==> src/rtl/synth_pkg.sv <==
// rtl/synth_pkg.sv - shared constants and FSM state type for the NCO phase bank
package synth_pkg;
    localparam int VOICES  = 8;
    localparam int ACC_W   = 32;
    localparam int PHASE_W = 16;
    localparam int FLUSH   = 3;
    localparam int VOICE_W = $clog2(VOICES);

    typedef enum logic [1:0] {
        ST_IDLE,
        ST_SWEEP,
        ST_FLUSH
    } state_t;
endpackage

==> src/rtl/nco_phase_bank_if.sv <==
// rtl/nco_phase_bank_if.sv - control, voice-write and sine-stage output bundle
interface nco_phase_bank_if #(
    parameter int VOICES  = synth_pkg::VOICES,
    parameter int ACC_W   = synth_pkg::ACC_W,
    parameter int PHASE_W = synth_pkg::PHASE_W
);
    localparam int VW = $clog2(VOICES);

    logic               i_sample_tick;
    logic               i_wr_en;
    logic [VW-1:0]      i_wr_voice;
    logic [ACC_W-1:0]   i_wr_tuning;
    logic               i_wr_gate;
    logic [PHASE_W-1:0] o_phase;
    logic               o_clk_en;
    logic [VW-1:0]      o_voice;
    logic               o_voice_valid;
    logic               o_gate;
    logic               o_overrun;

    modport master (
        output i_sample_tick, i_wr_en, i_wr_voice, i_wr_tuning, i_wr_gate,
        input  o_phase, o_clk_en, o_voice, o_voice_valid, o_gate, o_overrun
    );

    modport slave (
        input  i_sample_tick, i_wr_en, i_wr_voice, i_wr_tuning, i_wr_gate,
        output o_phase, o_clk_en, o_voice, o_voice_valid, o_gate, o_overrun
    );
endinterface

==> src/rtl/nco_voice_store.sv <==
// rtl/nco_voice_store.sv - per-voice accumulator, tuning word and gate storage
module nco_voice_store
    import synth_pkg::*;
#(
    parameter int VOICES = synth_pkg::VOICES,
    parameter int ACC_W  = synth_pkg::ACC_W,
    localparam int VW    = $clog2(VOICES)
) (
    input  logic             clk,
    input  logic             reset,
    input  logic             sweep_en,
    input  logic [VW-1:0]    sweep_voice,
    output logic [ACC_W-1:0] sweep_acc,
    output logic             sweep_gate,
    input  logic             wr_en,
    input  logic [VW-1:0]    wr_voice,
    input  logic [ACC_W-1:0] wr_tuning,
    input  logic             wr_gate
);
    logic [ACC_W-1:0] acc    [VOICES];
    logic [ACC_W-1:0] tuning [VOICES];
    logic [VOICES-1:0] gate;

    assign sweep_acc  = acc[sweep_voice];
    assign sweep_gate = gate[sweep_voice];

    // Accumulate sees the pre-write tuning/gate; a gate-rising clear wins over it.
    always_ff @(posedge clk) begin
        if (reset) begin
            gate <= '0;
            for (int v = 0; v < VOICES; v++) begin
                acc[v]    <= '0;
                tuning[v] <= '0;
            end
        end else begin
            for (int v = 0; v < VOICES; v++) begin
                if (wr_en && wr_voice == VW'(v) && wr_gate && !gate[v])
                    acc[v] <= '0;
                else if (sweep_en && sweep_voice == VW'(v) && gate[v])
                    acc[v] <= acc[v] + tuning[v];
                if (wr_en && wr_voice == VW'(v)) begin
                    tuning[v] <= wr_tuning;
                    gate[v]   <= wr_gate;
                end
            end
        end
    end
endmodule

==> src/rtl/nco_phase_bank.sv <==
// rtl/nco_phase_bank.sv - time-multiplexed polyphonic phase accumulator feeding the sine stage
module nco_phase_bank
    import synth_pkg::*;
#(
    parameter int VOICES  = synth_pkg::VOICES,
    parameter int ACC_W   = synth_pkg::ACC_W,
    parameter int PHASE_W = synth_pkg::PHASE_W,
    parameter int FLUSH   = synth_pkg::FLUSH
) (
    input logic              clk,
    input logic              reset,
    nco_phase_bank_if.slave  bus
);
    localparam int VW      = $clog2(VOICES);
    localparam int CNT_MAX = (VOICES > FLUSH) ? VOICES : FLUSH;
    localparam int CW      = $clog2(CNT_MAX);

    state_t           state;
    logic [CW-1:0]    cnt;
    logic [ACC_W-1:0] sweep_acc;
    logic             sweep_gate;

    nco_voice_store #(
        .VOICES (VOICES),
        .ACC_W  (ACC_W)
    ) u_store (
        .clk         (clk),
        .reset       (reset),
        .sweep_en    (state == ST_SWEEP),
        .sweep_voice (cnt[VW-1:0]),
        .sweep_acc   (sweep_acc),
        .sweep_gate  (sweep_gate),
        .wr_en       (bus.i_wr_en),
        .wr_voice    (bus.i_wr_voice),
        .wr_tuning   (bus.i_wr_tuning),
        .wr_gate     (bus.i_wr_gate)
    );

    always_ff @(posedge clk) begin
        if (reset) begin
            state             <= ST_IDLE;
            cnt               <= '0;
            bus.o_phase       <= '0;
            bus.o_clk_en      <= 1'b0;
            bus.o_voice       <= '0;
            bus.o_voice_valid <= 1'b0;
            bus.o_gate        <= 1'b0;
            bus.o_overrun     <= 1'b0;
        end else begin
            bus.o_phase       <= '0;
            bus.o_clk_en      <= 1'b0;
            bus.o_voice       <= '0;
            bus.o_voice_valid <= 1'b0;
            bus.o_gate        <= 1'b0;
            // Includes the final flush cycle, where the FSM is on its way back to IDLE.
            if (bus.i_sample_tick && state != ST_IDLE)
                bus.o_overrun <= 1'b1;
            unique case (state)
                ST_IDLE: begin
                    if (bus.i_sample_tick) begin
                        state <= ST_SWEEP;
                        cnt   <= '0;
                    end
                end
                ST_SWEEP: begin
                    bus.o_clk_en      <= 1'b1;
                    bus.o_voice       <= cnt[VW-1:0];
                    bus.o_voice_valid <= 1'b1;
                    bus.o_gate        <= sweep_gate;
                    bus.o_phase       <= sweep_gate ? sweep_acc[ACC_W-1 -: PHASE_W] : '0;
                    if (cnt == CW'(VOICES - 1)) begin
                        state <= ST_FLUSH;
                        cnt   <= '0;
                    end else begin
                        cnt <= cnt + 1'b1;
                    end
                end
                ST_FLUSH: begin
                    bus.o_clk_en <= 1'b1;
                    if (cnt == CW'(FLUSH - 1)) begin
                        state <= ST_IDLE;
                        cnt   <= '0;
                    end else begin
                        cnt <= cnt + 1'b1;
                    end
                end
                default: state <= ST_IDLE;
            endcase
        end
    end
endmodule

==> src/flat_wrapper.sv <==
// flat-port wrapper written by rule: the top's interface ports become plain ports
module nco_phase_bank_flat import synth_pkg::*;
#(
    parameter int VOICES  = synth_pkg::VOICES,
    parameter int ACC_W   = synth_pkg::ACC_W,
    parameter int PHASE_W = synth_pkg::PHASE_W,
    parameter int FLUSH   = synth_pkg::FLUSH
)
  (clk, reset, bus_i_sample_tick, bus_i_wr_en, bus_i_wr_voice, bus_i_wr_tuning, bus_i_wr_gate, bus_o_phase, bus_o_clk_en, bus_o_voice, bus_o_voice_valid, bus_o_gate, bus_o_overrun);
  nco_phase_bank_if #(.VOICES(VOICES), .ACC_W(ACC_W), .PHASE_W(PHASE_W)) bus_i ();
  input logic clk;
  input logic reset;
  input wire logic [$bits(bus_i.i_sample_tick)-1:0] bus_i_sample_tick;
  input wire logic [$bits(bus_i.i_wr_en)-1:0] bus_i_wr_en;
  input wire logic [$bits(bus_i.i_wr_voice)-1:0] bus_i_wr_voice;
  input wire logic [$bits(bus_i.i_wr_tuning)-1:0] bus_i_wr_tuning;
  input wire logic [$bits(bus_i.i_wr_gate)-1:0] bus_i_wr_gate;
  output wire logic [$bits(bus_i.o_phase)-1:0] bus_o_phase;
  output wire logic [$bits(bus_i.o_clk_en)-1:0] bus_o_clk_en;
  output wire logic [$bits(bus_i.o_voice)-1:0] bus_o_voice;
  output wire logic [$bits(bus_i.o_voice_valid)-1:0] bus_o_voice_valid;
  output wire logic [$bits(bus_i.o_gate)-1:0] bus_o_gate;
  output wire logic [$bits(bus_i.o_overrun)-1:0] bus_o_overrun;
  assign bus_i.i_sample_tick = bus_i_sample_tick;
  assign bus_i.i_wr_en = bus_i_wr_en;
  assign bus_i.i_wr_voice = bus_i_wr_voice;
  assign bus_i.i_wr_tuning = bus_i_wr_tuning;
  assign bus_i.i_wr_gate = bus_i_wr_gate;
  assign bus_o_phase = bus_i.o_phase;
  assign bus_o_clk_en = bus_i.o_clk_en;
  assign bus_o_voice = bus_i.o_voice;
  assign bus_o_voice_valid = bus_i.o_voice_valid;
  assign bus_o_gate = bus_i.o_gate;
  assign bus_o_overrun = bus_i.o_overrun;
  nco_phase_bank #(.VOICES(VOICES), .ACC_W(ACC_W), .PHASE_W(PHASE_W), .FLUSH(FLUSH)) u_core (.clk(clk), .reset(reset), .bus(bus_i));
endmodule
==> config.mk <==
export PLATFORM = sky130hd
export DESIGN_NAME = nco_phase_bank_flat
export DESIGN_NICKNAME = d
export VERILOG_FILES = /design/src/rtl/synth_pkg.sv /design/src/rtl/nco_phase_bank_if.sv /design/src/rtl/nco_voice_store.sv /design/src/rtl/nco_phase_bank.sv /design/src/flat_wrapper.sv
export SDC_FILE = /design/constraint.sdc
export NUM_CORES = 1
export LEC_CHECK = 0
export ABC_AREA = 1
export CELL_PAD_IN_SITES_DETAIL_PLACEMENT = 0
export CELL_PAD_IN_SITES_GLOBAL_PLACEMENT = 2
export CORE_UTILIZATION = 37
export DETAILED_ROUTE_END_ITERATION = 10
export PLACE_DENSITY_LB_ADDON = 0.1
export SLEW_MARGIN = 10
export SYNTH_ARGS = -nofsm -noshare
export SYNTH_HDL_FRONTEND = slang
export SYNTH_SLANG_ARGS = --single-unit
==> constraint.sdc <==
create_clock -name clk -period 4.5 [get_ports clk]
set_input_delay 0.45 -clock clk [delete_from_list [all_inputs] [get_ports clk]]
set_output_delay 0.45 -clock clk [all_outputs]
set_load 0.02 [all_outputs]
==> summary.md <==
| Metric | Value |
|---|---|
| Fin worst setup slack | 1.23 ns |
| Setup TNS | 0 ns |
| WS Path Type | reg2reg |
| Core region area | 102000 µm² |
| Post-CTS Setup Bufs | 0 |
| Clk pwr share | 40.7% |
| Critical path arrival | 3.54 ns |
| DR vias/cell | between 4 and 5 |
| Layout Nets | just under 6000 |
| Most frequent cells after synthesis | 1883 x nand2_1, 940 x inv_1, 867 x nor2_1 |
| H-tree depth | 3 |
| Clock sink count | 548 |
| Total of max-cap violations | 0 |
| Flop pwr share | around two fifths |
| CP endpoint kind | flop |
| Seq. cell area | 16100 µm² |
| Outcome | finished, final reports clean |
| Power per Cell Area | around 360 nW/µm² |
| Port Buffers | 62 |
| DRC | 0 |
| Via count | 34000 |
| Final Max Slew Viols | 0 |
| Syn_area_per_cell | 7.06 µm² |
| Die width | 324 µm |
| Post-Route WL | 140000 µm |
| Most frequent cell after synthesis | nand2_1 |
| EDFF count, synth | 512 |
| CTS Buffer Depth | 3 |
| Largest net degree at the start of global routing | 40 |
| Worst EP required | approximately 4.8 ns |
| Synthesized flop and latch total | 548 |
| Worst vdd ir | approximately 0.34 mV |
| Layout cells sized above 1 | 3.35% |
| Post-synth top area share | 40.1% |
| Total CTS buffers | 73 |
| Hold wc startpoint | reset |
| Detailed Route Iter0 Violations | 2804 |
| Unrepaired setup endpoints after global routing | no |
| GRT overflow | 0 |
| Standard-cell row count | 117 |
| RR Endpoint | u_core.u_store.acc[0][8]$_SDFFCE_PN0P_ |
| Initial Utilization | a little under two fifths |
| Fillers | 10900 |
| Synth area leaders | edfxtp_1 40%, nand2_1 18%, inv_1 9.2% |
| Fmax | 0.306 GHz |
| CTS tree | built |
| Sw Share | a little under a third |
| P_leak | 0.0217 µW |
| WL per Instance | 20.1 µm |
| Post-synth top area cell | edfxtp_1 |
| Vias in the first global route | 32000 |
| R2R cell count | 8 |
| Transition time of the tightest slew-check pin | 1.11 ns |
| Clk_skew | 0.0264 ns |
| Register-to-register setup slack | between 1 and 1.5 ns |
| Hold Buf Count CTS | 0 |
| GPL Wtd Cong | 0.921 |
| Worst skew pair latency | 0.64 ns |
| Int Pwr | ~11000 µW |
| Hold endpoint | u_core.bus.o_voice_valid$_SDFF_PP0_ |
| Rel. slew slack | 25.7% |
| Sequential-to-total area share from yosys stat | between 40% and 50% |
| Total die area | 105000 µm² |
| Logic gate share of total power | 20.0% |
| First-pass GRT wire length | 206000 µm |
| Min-delay worst type | in2reg |
| Ys async rst share | 0% |
| Root Buffer Master | clkbuf_16 |
| Fin area | between 40000 and 50000 µm² |
| Netlist cell types | 40 |
| GRT Overall Usage | 26.8% |
| Synth Net Count | ~5700 |
| Initial antenna violation count | 7 |
| Cell Area, Placed | 40700 µm² |
| Synth Cell Area | 38400 µm² |
| Hold path cells | 2 |
| Yosys Warn Count | 0 |
| Multi-input gate area | between 15000 and 20000 µm² |
| CP startpoint kind | flop |
| Setup slack at placement | 1.19 ns |
| Final hold violations | 0 |
| WHS | 0.164 ns |
| Tcrit/Tclk final | 72.6% |
| Die Ht | between 300 and 400 µm |
| Pre-Repair DR Iteration Count | 7 |
| Largest fanout on the critical path | 39 |
| Post-CTS sizing | 0 |
| Worst r2r src | u_core.cnt[0]$_SDFFE_PP0P_ |
| Switching power | 4900 µW |
| Final Setup Violations | 0 |
| Worst-path clk slew | 0.06 ns |
| Area Overhead vs Synth | 12.8% |
| Ys flop type | edfxtp_1 |
| # IOs | between 60 and 70 |
| Cells after synthesis | 5439 |
| HPWL after DPL | 106000 µm |
| Antenna Nets Post-Route | 0 |
| Tmin final | 3.27 ns |
-- worst max-delay path: stages, from the launching register on --
cell	delay, ns
dfxtp_2	0.52
inv_2	0.49
ha_1	0.24
inv_1	0.10
nor3_4	0.21
buf_4	0.39
inv_1	0.28
o211ai_1	0.15
buf_4	0.50
-- placed cells by master (no fill, tap or decap), types with 4 or more instances in the layout --
cell type / netlist / final
o21ai_0: 158 / 157
o22ai_1: 38 / 38
nand2_1: 1883 / 1883
clkbuf_16: 0 / 77
nand3b_1: 16 / 16
bufinv_16: 0 / 12
xnor2_1: 16 / 16
nand4_1: 15 / 15
ha_1: 259 / 259
o21bai_1: 24 / 24
inv_1: 940 / 940
clkdlybuf4s50_1: 0 / 61
o211ai_1: 9 / 9
nor3_4: 3 / 5
clkinv_4: 0 / 4
edfxtp_1: 512 / 512
nor3_1: 50 / 48
o21ai_1: 12 / 12
clkinv_1: 0 / 9
clkinv_2: 0 / 14
o21a_1: 9 / 9
nand3_1: 160 / 160
inv_2: 7 / 7
a21oi_1: 306 / 306
dfxtp_1: 36 / 35
clkbuf_1: 33 / 9
nor2_1: 867 / 867
buf_4: 8 / 46
fa_1: 8 / 8
nor4_1: 17 / 17
-- flip-flops by register name, summed over array words and instances, names as in the netlist --
| name | count |
|---|---|
| u_core.state | 2 |
| u_core.bus.o_phase | 16 |
| u_core.bus.o_gate | 1 |
| u_core.bus.o_overrun | 1 |
| u_core.u_store.tuning | 256 |
| u_core.bus.o_voice | 3 |
| u_core.bus.o_clk_en | 1 |
| u_core.bus.o_voice_valid | 1 |
| u_core.u_store.gate | 8 |
| u_core.u_store.acc | 256 |
| u_core.cnt | 3 |
-- power groups by stage --
stage / logic [µW] / clock network, µW / registers [µW]
after floorplan: 2020 / 0 / 6080
after global placement: 3090 / 0 / 6180
after detailed placement: 3080 / 0 / 6180
after CTS: 3100 / 6430 / 6080
after global routing: 3470 / 6600 / 6110
final: 3110 / 6300 / 6080
-- area by class of cell --
class,instances,area share [%]
multi-input cells,3868,42.5
flip-flops and latches,548,37.2
inverters,949,8.24
clock buffers,89,4.62
well taps,1368,3.95
repair buffers,108,2.22
clock inverters,44,1.25
diodes,1,0.00578
-- worst max-delay path by stage --
stage / from / to / slack (ns) / cells past startpoint
final: u_core.cnt[0]$_SDFFE_PP0P_ / u_core.u_store.acc[0][8]$_SDFFCE_PN0P_ / 1.23 / 8
after floorplan: bus_i_wr_voice[0] / u_core.u_store.tuning[1][64]$_DFFE_PP_ / 1.12 / 3
after global routing: u_core.cnt[0]$_SDFFE_PP0P_ / u_core.u_store.acc[2][17]$_SDFFCE_PN0P_ / 1.03 / 10
after global placement: u_core.cnt[0]$_SDFFE_PP0P_ / u_core.u_store.acc[0][3]$_SDFFCE_PN0P_ / 1.24 / 8
after detailed placement: u_core.cnt[0]$_SDFFE_PP0P_ / u_core.u_store.acc[0][9]$_SDFFCE_PN0P_ / 1.19 / 8
after CTS: u_core.cnt[0]$_SDFFE_PP0P_ / u_core.u_store.acc[0][23]$_SDFFCE_PN0P_ / 1.18 / 8
-- routing by layer --
layer  up-vias  part of all wire [%]  track usage, %
met5         -                     0               0
met2       850                    43            41.4
met4         0                   2.5            6.94
met1     15600                    48            38.6
met3       129                   6.3            4.41
li1      17400                     -               -
-- cell families (layout without fill, tap and decap cells) --
group / count (synthesis) / count (layout) / share of synthesized area [%]
AND/OR/NAND/NOR: 3022 / 3022 / 30.8
buffers and inverters: 1023 / 1190 / 10.2
AO/OA/AOI/OAI: 563 / 563 / 7.80
flip-flops: 548 / 548 / 41.9
adder cells (fa/ha/maj): 267 / 267 / 8.86
XOR/XNOR: 16 / 16 / 0.365
other: 0 / 1 / 0
-- metrics by stage --
step	std cells	utilization, %	power, µW
finish	6975	42.3	15500
global route	6974	42.3	16200
CTS	6974	42.3	15600
detailed placement	6841	39.8	9260
global placement	6841	39.8	9270
floorplan	5439	-	8100
No activity file was read; power rests on OpenSTA's default activity.
